## config.mk

```make
export PLATFORM = sky130hd
export DESIGN_NAME = z80_alu_ind_hl_seq
export DESIGN_NICKNAME = d
export VERILOG_FILES = /design/src/rtl/z80_alu_ind_hl_seq_pkg.sv /design/src/rtl/z80_mem_rd_cycle.sv /design/src/rtl/z80_alu_ind_hl_seq.sv
export SDC_FILE = /design/constraint.sdc
export NUM_CORES = 1
export LEC_CHECK = 0
export CAP_MARGIN = 10
export CORE_AREA = 5 5 80 137
export DETAILED_ROUTE_END_ITERATION = 6
export DIE_AREA = 0 0 85 142
export PLACE_DENSITY_LB_ADDON = 0.12
export SYNTH_ARGS = -nofsm -noshare
export SYNTH_HDL_FRONTEND = slang
export SYNTH_SLANG_ARGS = --single-unit
```

## constraint.sdc

```tcl
create_clock -name clk -period 3.85 [get_ports clk]
set_input_delay 0.77 -clock clk [delete_from_list [all_inputs] [get_ports clk]]
set_output_delay 0.77 -clock clk [all_outputs]
set_load 0.01 [all_outputs]
```

## src/rtl/z80_alu_ind_hl_seq_pkg.sv

```systemverilog
// Shared constants and types for the ALU A,(HL) sequencer.
// Contents: ALU function codes, flag masks, the 10ooo110 opcode match
// constants, the latched instruction context and small decode helpers.
package z80_alu_ind_hl_seq_pkg;

  localparam int unsigned DATA_W = 8;
  localparam int unsigned ADDR_W = 16;
  localparam int unsigned FUNC_W = 3;

  // ALU function codes follow the ooo field of the 10ooo110 opcodes.
  typedef enum logic [FUNC_W-1:0] {
    ALU_FUNC_ADD = 3'd0,
    ALU_FUNC_ADC = 3'd1,
    ALU_FUNC_SUB = 3'd2,
    ALU_FUNC_SBC = 3'd3,
    ALU_FUNC_AND = 3'd4,
    ALU_FUNC_XOR = 3'd5,
    ALU_FUNC_OR  = 3'd6,
    ALU_FUNC_CP  = 3'd7
  } alu_func_e;

  // Single-bit masks into the F register.
  typedef enum logic [DATA_W-1:0] {
    FLAG_C_BIT  = 8'h01,
    FLAG_N_BIT  = 8'h02,
    FLAG_PV_BIT = 8'h04,
    FLAG_F3_BIT = 8'h08,
    FLAG_H_BIT  = 8'h10,
    FLAG_F5_BIT = 8'h20,
    FLAG_Z_BIT  = 8'h40,
    FLAG_S_BIT  = 8'h80
  } flag_mask_e;

  // Undocumented bits 5 and 3 keep their previous value across these ops.
  localparam logic [DATA_W-1:0] FLAG_KEEP_MASK =
    DATA_W'(FLAG_F5_BIT) | DATA_W'(FLAG_F3_BIT);

  localparam logic [1:0] OPC_ALU_GRP    = 2'b10;
  localparam logic [2:0] OPC_SRC_IND_HL = 3'b110;

  // Architectural state captured at dispatch.
  typedef struct packed {
    alu_func_e           op;
    logic [DATA_W-1:0]   a;
    logic [DATA_W-1:0]   f;
    logic [ADDR_W-1:0]   ip;
  } insn_ctx_t;

  function automatic logic is_alu_ind_hl(input logic [DATA_W-1:0] opc);
    return (opc[7:6] == OPC_ALU_GRP) && (opc[2:0] == OPC_SRC_IND_HL);
  endfunction

  function automatic logic uses_carry(input alu_func_e fn);
    return (fn == ALU_FUNC_ADC) || (fn == ALU_FUNC_SBC);
  endfunction

  function automatic logic [DATA_W-1:0] merge_flags(input logic [DATA_W-1:0] alu_fl,
                                                    input logic [DATA_W-1:0] old_f);
    return (alu_fl & ~FLAG_KEEP_MASK) | (old_f & FLAG_KEEP_MASK);
  endfunction

endpackage

```

## src/rtl/z80_mem_rd_cycle.sv

```systemverilog
// Z80-style three-state memory read (T1, T2 with wait sampling, T3).
// Ports:
//   clk, reset_n        clock, async active-low reset
//   rd_start_i          begin a read at rd_addr_i (T1 next cycle)
//   rd_addr_i           read address, latched with rd_start_i
//   mem_rdata_i         bus read data, captured in T3
//   mem_wait_n_i        active-low wait request, sampled in T2
//   mem_rd_o            registered read strobe, high in T1..T3
//   mem_addr_o          registered read address
//   rd_done_c           high during T3 (data captured at the end of it)
//   rd_timeout_c        high in the T2 cycle that exhausts the wait budget
//   rd_data_o           captured data byte
module z80_mem_rd_cycle
  import z80_alu_ind_hl_seq_pkg::*;
#(
  parameter int unsigned WAIT_LIMIT = 255
) (
  input  logic              clk,
  input  logic              reset_n,
  input  logic              rd_start_i,
  input  logic [ADDR_W-1:0] rd_addr_i,
  input  logic [DATA_W-1:0] mem_rdata_i,
  input  logic              mem_wait_n_i,
  output logic              mem_rd_o,
  output logic [ADDR_W-1:0] mem_addr_o,
  output logic              rd_done_c,
  output logic              rd_timeout_c,
  output logic [DATA_W-1:0] rd_data_o
);

  localparam int unsigned CNT_W = (WAIT_LIMIT < 2) ? 1 : $clog2(WAIT_LIMIT + 1);

  typedef enum logic [1:0] {RD_IDLE, RD_T1, RD_T2, RD_T3} rd_state_e;

  rd_state_e         state_q, state_d;
  logic [CNT_W-1:0]  wait_cnt_q, wait_cnt_d;
  logic              mem_rd_q, mem_rd_d;
  logic [ADDR_W-1:0] mem_addr_q, mem_addr_d;
  logic [DATA_W-1:0] data_q, data_d;
  logic              limit_hit;

  // Current wait cycle is the last one allowed; a zero limit never expires.
  always_comb begin
    limit_hit = 1'b0;
    if (WAIT_LIMIT != 0) begin
      limit_hit = (wait_cnt_q == CNT_W'(WAIT_LIMIT - 1));
    end
  end

  // Read-cycle next state and strobes.
  always_comb begin
    state_d      = state_q;
    wait_cnt_d   = wait_cnt_q;
    mem_addr_d   = mem_addr_q;
    data_d       = data_q;
    rd_done_c    = 1'b0;
    rd_timeout_c = 1'b0;
    case (state_q)
      RD_IDLE: begin
        if (rd_start_i) begin
          state_d    = RD_T1;
          mem_addr_d = rd_addr_i;
          wait_cnt_d = '0;
        end
      end
      RD_T1: state_d = RD_T2;
      RD_T2: begin
        if (!mem_wait_n_i) begin
          if (limit_hit) begin
            state_d      = RD_IDLE;
            rd_timeout_c = 1'b1;
          end else begin
            wait_cnt_d = wait_cnt_q + CNT_W'(1);
          end
        end else begin
          state_d = RD_T3;
        end
      end
      RD_T3: begin
        data_d    = mem_rdata_i;
        rd_done_c = 1'b1;
        state_d   = RD_IDLE;
      end
      default: state_d = RD_IDLE;
    endcase
    // Strobe follows the state being entered so it is registered yet aligned.
    mem_rd_d = (state_d != RD_IDLE);
  end

  always_ff @(posedge clk or negedge reset_n) begin
    if (!reset_n) begin
      state_q    <= RD_IDLE;
      wait_cnt_q <= '0;
      mem_rd_q   <= 1'b0;
      mem_addr_q <= '0;
      data_q     <= '0;
    end else begin
      state_q    <= state_d;
      wait_cnt_q <= wait_cnt_d;
      mem_rd_q   <= mem_rd_d;
      mem_addr_q <= mem_addr_d;
      data_q     <= data_d;
    end
  end

  assign mem_rd_o   = mem_rd_q;
  assign mem_addr_o = mem_addr_q;
  assign rd_data_o  = data_q;

endmodule

```

## src/rtl/z80_alu_ind_hl_seq.sv

```systemverilog
// Sequencer for the eight ALU A,(HL) opcodes: reads (HL), runs the shared
// ALU on A and the fetched byte, then writes A, F and IP back.
// Ports:
//   clk, reset_n                    clock, async active-low reset
//   start, insn, reg_*_in           dispatch pulse with opcode and operands
//   busy                            high from T1 through WB
//   mem_rd, mem_addr, mem_rdata,
//   mem_wait_n                      memory read bus
//   alu_func, alu_a, alu_b, alu_cin shared ALU request (driven in EXEC only)
//   alu_result, alu_flags           shared ALU response
//   a_we/f_we/ip_we, a_out/f_out/
//   ip_out                          register-file writeback
//   done, illegal, timeout          mutually exclusive one-cycle pulses
module z80_alu_ind_hl_seq
  import z80_alu_ind_hl_seq_pkg::*;
#(
  parameter int unsigned WAIT_LIMIT = 255
) (
  input  logic              clk,
  input  logic              reset_n,
  input  logic              start,
  input  logic [DATA_W-1:0] insn,
  input  logic [DATA_W-1:0] reg_a_in,
  input  logic [DATA_W-1:0] reg_f_in,
  input  logic [ADDR_W-1:0] reg_hl_in,
  input  logic [ADDR_W-1:0] reg_ip_in,
  output logic              busy,
  output logic              mem_rd,
  output logic [ADDR_W-1:0] mem_addr,
  input  logic [DATA_W-1:0] mem_rdata,
  input  logic              mem_wait_n,
  output logic [FUNC_W-1:0] alu_func,
  output logic [DATA_W-1:0] alu_a,
  output logic [DATA_W-1:0] alu_b,
  output logic              alu_cin,
  input  logic [DATA_W-1:0] alu_result,
  input  logic [DATA_W-1:0] alu_flags,
  output logic              a_we,
  output logic              f_we,
  output logic              ip_we,
  output logic [DATA_W-1:0] a_out,
  output logic [DATA_W-1:0] f_out,
  output logic [ADDR_W-1:0] ip_out,
  output logic              done,
  output logic              illegal,
  output logic              timeout
);

  // T1..T3 live in the read sub-module while this FSM sits in SEQ_READ.
  typedef enum logic [1:0] {SEQ_IDLE, SEQ_READ, SEQ_EXEC, SEQ_WB} seq_state_e;

  seq_state_e        state_q, state_d;
  insn_ctx_t         ctx_q, ctx_d;
  logic              busy_q, busy_d;
  logic              a_we_q, a_we_d;
  logic              f_we_q, f_we_d;
  logic              ip_we_q, ip_we_d;
  logic              done_q, done_d;
  logic              illegal_q, illegal_d;
  logic              timeout_q, timeout_d;
  logic [DATA_W-1:0] a_out_q, a_out_d;
  logic [DATA_W-1:0] f_out_q, f_out_d;
  logic [ADDR_W-1:0] ip_out_q, ip_out_d;

  logic              dispatch_c;
  logic              rd_done_c;
  logic              rd_timeout_c;
  logic [DATA_W-1:0] rd_data;

  assign dispatch_c = (state_q == SEQ_IDLE) && start && is_alu_ind_hl(insn);

  z80_mem_rd_cycle #(
    .WAIT_LIMIT (WAIT_LIMIT)
  ) u_mem_rd (
    .clk          (clk),
    .reset_n      (reset_n),
    .rd_start_i   (dispatch_c),
    .rd_addr_i    (reg_hl_in),
    .mem_rdata_i  (mem_rdata),
    .mem_wait_n_i (mem_wait_n),
    .mem_rd_o     (mem_rd),
    .mem_addr_o   (mem_addr),
    .rd_done_c    (rd_done_c),
    .rd_timeout_c (rd_timeout_c),
    .rd_data_o    (rd_data)
  );

  // Sequencer next state; writeback values are registered on EXEC -> WB.
  always_comb begin
    state_d   = state_q;
    ctx_d     = ctx_q;
    a_we_d    = 1'b0;
    f_we_d    = 1'b0;
    ip_we_d   = 1'b0;
    done_d    = 1'b0;
    illegal_d = 1'b0;
    timeout_d = 1'b0;
    a_out_d   = a_out_q;
    f_out_d   = f_out_q;
    ip_out_d  = ip_out_q;
    case (state_q)
      SEQ_IDLE: begin
        if (start) begin
          if (is_alu_ind_hl(insn)) begin
            ctx_d.op = alu_func_e'(insn[5:3]);
            ctx_d.a  = reg_a_in;
            ctx_d.f  = reg_f_in;
            ctx_d.ip = reg_ip_in;
            state_d  = SEQ_READ;
          end else begin
            illegal_d = 1'b1;
          end
        end
      end
      SEQ_READ: begin
        if (rd_timeout_c) begin
          state_d   = SEQ_IDLE;
          timeout_d = 1'b1;
        end else if (rd_done_c) begin
          state_d = SEQ_EXEC;
        end
      end
      SEQ_EXEC: begin
        state_d  = SEQ_WB;
        a_out_d  = alu_result;
        a_we_d   = (ctx_q.op != ALU_FUNC_CP);
        f_out_d  = merge_flags(alu_flags, ctx_q.f);
        f_we_d   = 1'b1;
        ip_out_d = ctx_q.ip + ADDR_W'(1);
        ip_we_d  = 1'b1;
        done_d   = 1'b1;
      end
      SEQ_WB:  state_d = SEQ_IDLE;
      default: state_d = SEQ_IDLE;
    endcase
    busy_d = (state_d != SEQ_IDLE);
  end

  always_ff @(posedge clk or negedge reset_n) begin
    if (!reset_n) begin
      state_q   <= SEQ_IDLE;
      ctx_q     <= '0;
      busy_q    <= 1'b0;
      a_we_q    <= 1'b0;
      f_we_q    <= 1'b0;
      ip_we_q   <= 1'b0;
      done_q    <= 1'b0;
      illegal_q <= 1'b0;
      timeout_q <= 1'b0;
      a_out_q   <= '0;
      f_out_q   <= '0;
      ip_out_q  <= '0;
    end else begin
      state_q   <= state_d;
      ctx_q     <= ctx_d;
      busy_q    <= busy_d;
      a_we_q    <= a_we_d;
      f_we_q    <= f_we_d;
      ip_we_q   <= ip_we_d;
      done_q    <= done_d;
      illegal_q <= illegal_d;
      timeout_q <= timeout_d;
      a_out_q   <= a_out_d;
      f_out_q   <= f_out_d;
      ip_out_q  <= ip_out_d;
    end
  end

  // ALU request is a pure decode of registered state, zero outside EXEC.
  always_comb begin
    alu_func = '0;
    alu_a    = '0;
    alu_b    = '0;
    alu_cin  = 1'b0;
    if (state_q == SEQ_EXEC) begin
      alu_func = ctx_q.op;
      alu_a    = ctx_q.a;
      alu_b    = rd_data;
      alu_cin  = uses_carry(ctx_q.op) && ((ctx_q.f & DATA_W'(FLAG_C_BIT)) != '0);
    end
  end

  assign busy    = busy_q;
  assign a_we    = a_we_q;
  assign f_we    = f_we_q;
  assign ip_we   = ip_we_q;
  assign a_out   = a_out_q;
  assign f_out   = f_out_q;
  assign ip_out  = ip_out_q;
  assign done    = done_q;
  assign illegal = illegal_q;
  assign timeout = timeout_q;

endmodule
```

# Word level (Yosys, flattened, before mapping)
# Cells that the tools add are included.
dict set report classes {
  n_bitwise 1
  n_eq_ne 15
  mux 28
  add_sub_neg 2
  n_reduce_logical 13
}
# operator n
set ops {}
lappend ops {{two-way mux 8 bit} 5}
lappend ops {{adder 16 x 1 -> 16 bit, second input constant} 1}
lappend ops {{one-hot mux 2 bit (4 select lines)} 2}
lappend ops {{one-hot mux 8 bit (2 select lines)} 1}
lappend ops {{two-way mux 2 bit} 7}
lappend ops {{two-way mux 1 bit} 12}
lappend ops {{== test 2 bit, second input constant} 5}
lappend ops {{adder 8 x 1 -> 8 bit, second input constant} 1}
lappend ops {{== test 8 bit, second input constant} 1}
lappend ops {{OR 8 x 6 -> 8 bit} 1}
lappend ops {{inequality test 2 bit, second input constant} 3}
lappend ops {{nonzero test 2 bit} 3}
lappend ops {{== test 2 x 1 -> 1 bit, second input constant} 2}
lappend ops {{logical AND 1 bit} 4}
lappend ops {{logical NOT 2 bit} 2}
lappend ops {{AND reduction 4 bit} 1}
lappend ops {{== test 3 x 1 -> 1 bit, second input constant} 1}
lappend ops {{== test 3 x 2 -> 1 bit, second input constant} 1}
lappend ops {{== test 3 bit, second input constant} 1}
lappend ops {{two-way mux 3 bit} 1}
lappend ops {{inequality test 3 bit, second input constant} 1}
lappend ops {{AND reduction 3 bit} 1}
lappend ops {{AND reduction 2 bit} 1}
lappend ops {{logical OR 1 bit} 1}
dict set report totals {
  output_inout_bits 76
  input_bits 84
  ff_bits 107
}

# Logic depth before layout (Yosys ltp)
# Gate-level depths: netlist of run 1.
dict set report depth {
  word_depth 7
  mapped_depth 6
}

# Hierarchy
# From an unflattened synthesis of run 1, not the netlist that was laid out.
dict set report hier_totals {
  cells_unflattened 420
  area_unflattened_um2 4494.3
}
# mod area_per_inst_um2 cells_each n_inst seq_area_each_um2
set by_module_without_submodules {}
lappend by_module_without_submodules {z80_alu_ind_hl_seq 2995.4 273 1 1726.7}
lappend by_module_without_submodules {z80_mem_rd_cycle 1498.9 147 1 875.8}

# Worst setup path before layout of run 1
# Ideal clock, no wire load.
dict set report synth_path {
  path_kind {register to output}
  from {reg state_q[0]}
  to {out alu_b[5]}
  path_buffers 2
  path_stages_with_launch 6
  t_required_ns 3.080
  setup_slack_ns 1.856
  t_arrival_ns 1.224
  cell_sequence {dfrtp_1 -> nand2b_1 -> clkbuf_1 -> inv_2 -> clkbuf_1 -> and2_1}
}
dict set report synth_between {
  elab_chain_cells 2
}
# item line_no
set synth_rtl {}
lappend synth_rtl {{start, declared} z80_alu_ind_hl_seq.sv:52} ;# seq_state_e state_q, state_d;
lappend synth_rtl {{start signal, assigned} z80_alu_ind_hl_seq.sv:154} ;# state_q <= state_d;
lappend synth_rtl {{== test 2 bit} z80_alu_ind_hl_seq.sv:175} ;# if (state_q == SEQ_EXEC) begin
lappend synth_rtl {{two-way mux 8 bit} z80_alu_ind_hl_seq.sv:175}
lappend synth_rtl {{end, declared} z80_alu_ind_hl_seq.sv:34} ;# output logic [DATA_W-1:0] alu_b,
# Every way passes these cells.

# Final worst setup path of run 1
dict set report layout_path {
  from {reg state_q[0]}
  to {out alu_cin}
}
dict set report layout_between {
  elab_chain_cells 2
}
# item line_no
set layout_rtl {}
lappend layout_rtl {{== test 2 bit} z80_alu_ind_hl_seq.sv:175}
lappend layout_rtl {{two-way mux 1 bit} z80_alu_ind_hl_seq.sv:175}
lappend layout_rtl {{end, declared} z80_alu_ind_hl_seq.sv:35} ;# output logic alu_cin,
# Every way passes these cells.

==> flow_summary_export.csv, run 1 <==
group,metric,value,unit
outcome,outcome,"finished clean",
floorplan,start_util,45.8,%
synth,yosysSeqAreaShare,58.5,%
routing,vias,3328,
clock_network,clockBufferDepth,2,
placed_design,place_congestion,0.847,
flow_run,drv_cap,0,
timing,whs,472,ps
final_layout,final_util,65.6,%
grt,grt_pass1_wl,17.5,mm
worst_setup_path,worstPathRequired,3080,ps
clock_network,clock_latency,340,ps
timing,fin_crit_sh,80.4,%
timing,setup_viol,0,
synth,syn_nets,463,
placed_design,dp_cells,640,
power,p_leak,0.00286,uW
final_layout,layoutNonFillerInstCount,656,
timing,post-route-min-period,3100,ps
worst_setup_path,critical_path.cell_chain,"nand2b_2, inv_2, and2_1, and3b_1, clkdlybuf4s50_1",
clock_network,cts_tree,"yes",
grt,grt_usage,18.7,%
timing,tns,0,ps
grt,grt_max_degree,70,
worst_setup_path,max_stage_delay,530,ps
routing,routedWlPerCell,16.6,um
synth,async_flop_share,100,%
grt,antenna_found_initial,0,
timing,slew-limit-headroom,39.3,%
clock_network,cts_root_buf,"clkbuf_16",
worst_setup_path,crit_slowest_cell,"clkdlybuf4s50_1",
floorplan,std_cell_rows,48,
routing,ant_nets,0,
worst_setup_path,path_max_fanout,37,
synth,syn-cell-area,0.00445,mm^2
power,cellPowerDensity,622,mW/mm^2
floorplan,die_w,85,um
clock_network,htree_levels,3,
routing,drt_pre_antenna_iters,4,
grt,overflow,0,
synth,syn-mean-instance-area,11.8,um^2
routing,totalWireLength,10.9,mm
timing,max_freq,0.323,GHz
final_layout,seq_area,0.00260,mm^2
timing,worst_pin_slew,910,ps
routing,remaining_drc_errors,0,
power,vdd_ir_drop_max,0.000325,V
final_layout,final_layout_size_suffix_gt1_share,6.97,%
synth,ys_ff_latch,104,
floorplan,core,0.00973,mm^2
synth,syn-instance-count,376,
timing,finClkSkew,10.2,ps
clock_network,tritoncts.num_buffers,9,
final_layout,nets,613,
synth,synth_ff_type,"dfrtp_1",
final_layout,multi_input_area,0.00176,mm^2
placed_design,dp_hpwl,8.16,mm
worst_setup_path,crit_type,"register to primary output",
placed_design,placed_cell_area,0.00608,mm^2
final_layout,design_area,0.00638,mm^2
final_layout,area_growth,43.3,%
final_layout,diodes,0,
synth,yosysUniqueCellTypes,45,
routing,viasPerCell,5.07,
final_layout,fillers,787,
floorplan,dieHeight,142,um
placed_design,port_buffers,152,
worst_setup_path,endpoint_kind,"primary output",
clock_network,clkSinkCount,104,
hold_path,min_path_type,"register to register",
floorplan,io_pins,160,
clock_network,cts_hold_buf,0,
worst_setup_path,startpoint_type,"register",
synth,yosys_warnings,0,
clock_network,clk_pin_slew,60,ps
synth,synth_edf_count,0,
floorplan,die_area,0.0121,mm^2
grt,grt_pass1_vias,3465,
worst_setup_path,worst_ep_arrival_time,2330,ps
routing,first_iter_violations,119,
clock_network,post_cts_resize_count,0,
timing,rsz0062_at_grt,"false",
timing,slew_viol_final,0,
timing,finalHoldViolCount,0,
clock_network,post-cts-setup-buffer-count,0,
==> routing by layer <==
layer,vias to the layer above,routed length (um),global-route usage (%)
met4,0,237,8.84
met3,14,574,3.48
met1,1638,3840,20.0
li1,1587,-,-
met5,-,0,0
met2,89,6260,34.8
==> power breakdown <==
part / total [uW] / switching, uW / internal (uW)
clock network: 920 / 380 / 541
logic: 1290 / 555 / 735
registers: 1760 / 278 / 1480
total: 3970 / 1210 / 2760
==> synth_stat cells, types with 3 or more instances <==
| cell | n | area (um^2) |
|---|---|---|
| o21ai_1 | 9 | 45.0 |
| clkbuf_1 | 9 | 33.8 |
| ha_1 | 3 | 37.5 |
| o21ai_0 | 7 | 35.0 |
| buf_2 | 3 | 15.0 |
| xnor2_1 | 7 | 61.3 |
| mux2_1 | 46 | 518 |
| dfrtp_1 | 104 | 2600 |
| nor2_1 | 10 | 37.5 |
| nand3_1 | 9 | 45.0 |
| and2_1 | 20 | 125 |
| nand2_1 | 75 | 282 |
| mux2_2 | 9 | 101 |
| nor4_1 | 3 | 18.8 |
| and4_1 | 4 | 35.0 |
| inv_1 | 3 | 11.3 |
| nand4_1 | 7 | 43.8 |
| buf_4 | 5 | 37.5 |
| xor2_1 | 10 | 87.6 |
==> flip-flops by register name, indices dropped and copies added (netlist names) <==
signal,flops
timeout,1
busy,1
ip_out,16
u_mem_rd.state_q,2
ctx_q,30
f_out,8
u_mem_rd.mem_rd_o,1
state_q,2
done,1
a_out,8
illegal,1
u_mem_rd.wait_cnt_q,8
u_mem_rd.rd_data_o,8
a_we,1
u_mem_rd.mem_addr_o,16
==> critical path, delay by kind of cell, from the launching register on <==
| kind | cells | cell delay (ps) |
|---|---|---|
| buf+inv | 2 | 950 |
| flops | 1 | 400 |
| simple gates | 3 | 620 |
==> layout make-up <==
cell class              count  area share, %
repair buffers            156           24.3
clock inverters             2          0.588
inverters                   4          0.235
multi-input cells         251           27.5
clock buffers              14           4.14
well taps                 125           2.45
flip-flops and latches    104           40.8
==> cell families (layout without fill, tap and decap cells) <==
| family | after synthesis | in the layout | synth area share, % |
|---|---|---|---|
| AOI/OAI and AO/OA | 31 | 31 | 4.33 |
| xor gates and xnor gates | 17 | 17 | 3.34 |
| adders and majority gates | 3 | 3 | 0.843 |
| buffers and inverters | 21 | 176 | 2.28 |
| DFF | 104 | 104 | 58.5 |
| muxes | 56 | 56 | 14.1 |
| and+or+nand+nor | 144 | 144 | 16.6 |
==> through the flow <==
stage | power, uW | setup slack (ps)
final | 3970 | 753
after global routing | 4220 | 639
after CTS | 4020 | 719
after detailed placement | 3090 | 805
after global placement | 3030 | 837
after floorplan | 2360 | 1860
==> cell usage in the layout, fill, tap and decap left out, types with 2 or more instances in the layout <==
| master | Yosys | final |
|---|---|---|
| clkdlybuf4s50_1 | 0 | 151 |
| dfrtp_1 | 104 | 104 |
| nand2_1 | 75 | 75 |
| mux2_1 | 46 | 46 |
| and2_1 | 20 | 20 |
| nor2_1 | 10 | 10 |
| xor2_1 | 10 | 10 |
| mux2_2 | 9 | 9 |
| o21ai_1 | 9 | 9 |
| clkbuf_16 | 0 | 9 |
| nand3_1 | 9 | 8 |
| nand4_1 | 7 | 7 |
| o21ai_0 | 7 | 7 |
| xnor2_1 | 7 | 7 |
| buf_4 | 5 | 5 |
| and4_1 | 4 | 4 |
| inv_1 | 3 | 3 |
| nor4_1 | 3 | 3 |
| ha_1 | 3 | 3 |
| clkbuf_1 | 9 | 3 |
| and4bb_1 | 2 | 2 |
| o211ai_1 | 2 | 2 |
| a21oi_1 | 2 | 2 |
| nor3_1 | 2 | 2 |
| a21boi_0 | 2 | 2 |
| a311oi_1 | 2 | 2 |
| clkbuf_8 | 0 | 2 |
==> worst paths after layout <==
kind | from | endpoint | slack (ps) | cells past startpoint
min | ctx_q[21] | f_out[5] | 470 | 2
max | state_q[0] | alu_cin | 750 | 5
max reg2reg | state_q[1] | ctx_q[10] | 1700 | 3
min reg2reg | ctx_q[21] | f_out[5] | 470 | 2
min in group asynchronous | reset_n | ip_out[15] | 530 | 1
max in group asynchronous | reset_n | u_mem_rd.mem_addr_o[14] | 2500 | 2
Note: power is estimated with default switching activity, not from simulation.
==> inputs of run 2 (changes only) <==
- CORE_AREA: 5 5 80 137 -> 5 5 86 148
- DIE_AREA: 0 0 85 142 -> 0 0 91 153
- clock period: 3.85 -> 2.65 ns (I/O delays scaled with it)
==> run 2 against run 1 <==
Cell count is 2.4% higher; register-to-register slack worse by 780 ps; utilization is 9.0 points lower; total power is 44% higher; first-iteration DRC count decreased by 29%; sequential cell count unchanged; clock power is 39% higher.
==> flow_summary_export.csv, run 2 (same netlist as run 1, synthesis figures left out) <==
group,metric,value,unit
worst_setup_path,rrSetupSlack,920,ps
floorplan,std_cell_rows,52,
clock_network,clockBufferDepth,2,
clock_network,htree_levels,3,
outcome,outcome,"finished clean",
floorplan,core,0.0114,mm^2
clock_network,cts_hold_buf,0,
power,combPwrFrac,33.2,%
power,power_frac_seq,44.4,%
power,vdd_ir_drop_max,0.000499,V
floorplan,die_area,0.0139,mm^2
timing,finalHoldViolCount,0,
final_layout,diodes,0,
final_layout,nets,619,
worst_setup_path,worst_ep_arrival_time,2010,ps
worst_setup_path,r2r_start,"u_mem_rd.wait_cnt_q[0]",
clock_network,post_cts_resize_count,0,
floorplan,io_pins,160,
grt,grt_usage,15.6,%
worst_setup_path,critPathCapture,"alu_func[1]",
worst_setup_path,crit_type,"register to primary output",
routing,totalWireLength,10.7,mm
routing,drt_pre_antenna_iters,4,
worst_setup_path,worstPathRequired,2120,ps
routing,remaining_drc_errors,0,
worst_setup_path,reg2reg_to,"state_q[0]",
clock_network,clk_pin_slew,70,ps
timing,slew_viol_final,0,
final_layout,layout_common_cells,"clkdlybuf4s50_1, dfrtp_1, nand2_1",
worst_setup_path,worstSetupStartpoint,"state_q[0]",
worst_setup_path,rr_worst_depth,6,
final_layout,regMostFlops,"ctx_q",
timing,max_freq,0.394,GHz
clock_network,cts_root_buf,"clkbuf_16",
routing,vias,3252,
clock_network,clkSinkCount,104,
routing,routedWlPerCell,15.9,um
placed_design,dp_hpwl,8.26,mm
power,p_leak,0.00288,uW
timing,worst_pin_slew,743,ps
final_layout,final_layout_size_suffix_gt1_share,8.57,%
flow_run,drv_cap,0,
routing,viasPerCell,4.84,
grt,overflow,0,
clock_network,cts_tree,"yes",
floorplan,dieHeight,153,um
clock_network,clock_latency,340,ps
grt,grt_pass1_vias,3418,
power,p_total,5720,uW
timing,rsz0062_at_grt,"false",
clock_network,post-cts-setup-buffer-count,0,
grt,grt_pass1_wl,17.4,mm
floorplan,die_w,91,um
final_layout,largest_register_ffs,30,
worst_setup_path,path_max_fanout,14,
timing,slew-limit-headroom,50.4,%
power,clkPwrFrac,22.4,%
routing,ant_nets,0,
grt,antenna_found_initial,0,
routing,first_iter_violations,85,
worst_setup_path,startpoint_type,"register",
clock_network,tritoncts.num_buffers,9,
timing,setup_viol,0,
grt,grt_max_degree,58,
placed_design,port_buffers,152,
timing,tns,0,ps
timing,fin_crit_sh,95.7,%
power,p_sw_share,31.0,%
final_layout,area_growth,44.7,%
power,power.internal,3950,uW
worst_setup_path,endpoint_kind,"primary output",
timing,post-route-min-period,2540,ps
hold_path,min_path_type,"input port to async pin",
timing,finClkSkew,5.50,ps
final_layout,final_common_cell,"clkdlybuf4s50_1",
floorplan,start_util,39.1,%
placed_design,place_congestion,0.799,
power,p_switching,1770,uW
power,cellPowerDensity,888,mW/mm^2
-- run 2: changes by cell type in the layout (fill, tap and decap cells not counted), sizes merged --
cell | previous run | this run
clkinvlp | 1 | 3
clkinv | 0 | 2
inv | 4 | 3
clkbuf | 14 | 12
buf | 5 | 11
bufinv | 1 | 0
-- run 2: power by group through the flow --
stage / clock network, uW / logic, uW / registers [uW]
floorplan: 0 / 796 / 2630
global placement: 0 / 1900 / 2540
detailed placement: 0 / 1940 / 2570
CTS: 1320 / 1950 / 2540
global route: 1400 / 2080 / 2630
finish: 1280 / 1900 / 2540
-- run 2: routing by layer --
metal / wire, um / GRT usage (%)
met1: 4020 / 17.0
met2: 6030 / 29.2
met3: 414 / 2.85
met4: 221 / 5.80
met5: 0 / 0
-- run 2: per-stage QoR --
stage | cell area [um^2] | std cells | utilization, % | hold slack [ps] | setup slack (ps)
floorplan | 4450 | 376 | - | 234 | 896
global placement | 6150 | 656 | 54.0 | 453 | 411
detailed placement | 6150 | 656 | 54.0 | 457 | 378
CTS | 6440 | 672 | 56.6 | 283 | 26.3
global route | 6440 | 672 | 56.6 | 311 | 21.4
finish | 6440 | 672 | 56.6 | 255 | 113
-- run 2: worst min path at each step --
stage,from,end,slack [ps],cells after the start
global route,reset_n,a_out[1],310,1
floorplan,reset_n,a_out[0],230,0
detailed placement,ctx_q[21],f_out[5],460,2
global placement,ctx_q[21],f_out[5],450,2
CTS,reset_n,a_out[4],280,1
finish,reset_n,f_out[4],260,1
-- run 2: final cells by class --
cell class | count | area (um^2)
well taps | 135 | 169
repair buffers | 162 | 1610
clock buffers | 12 | 267
inverters | 4 | 16.3
clock inverters | 4 | 27.5
fillers | 968 | 4940
flip-flops and latches | 104 | 2600
multi-input cells | 251 | 1760
-- run 2: critical path, stage by stage, from the launching register on --
cell	delay, ps
dfrtp_1	400
nand2b_2	200
clkinv_2	160
buf_4	210
and2_1	130
clkdlybuf4s50_1	570
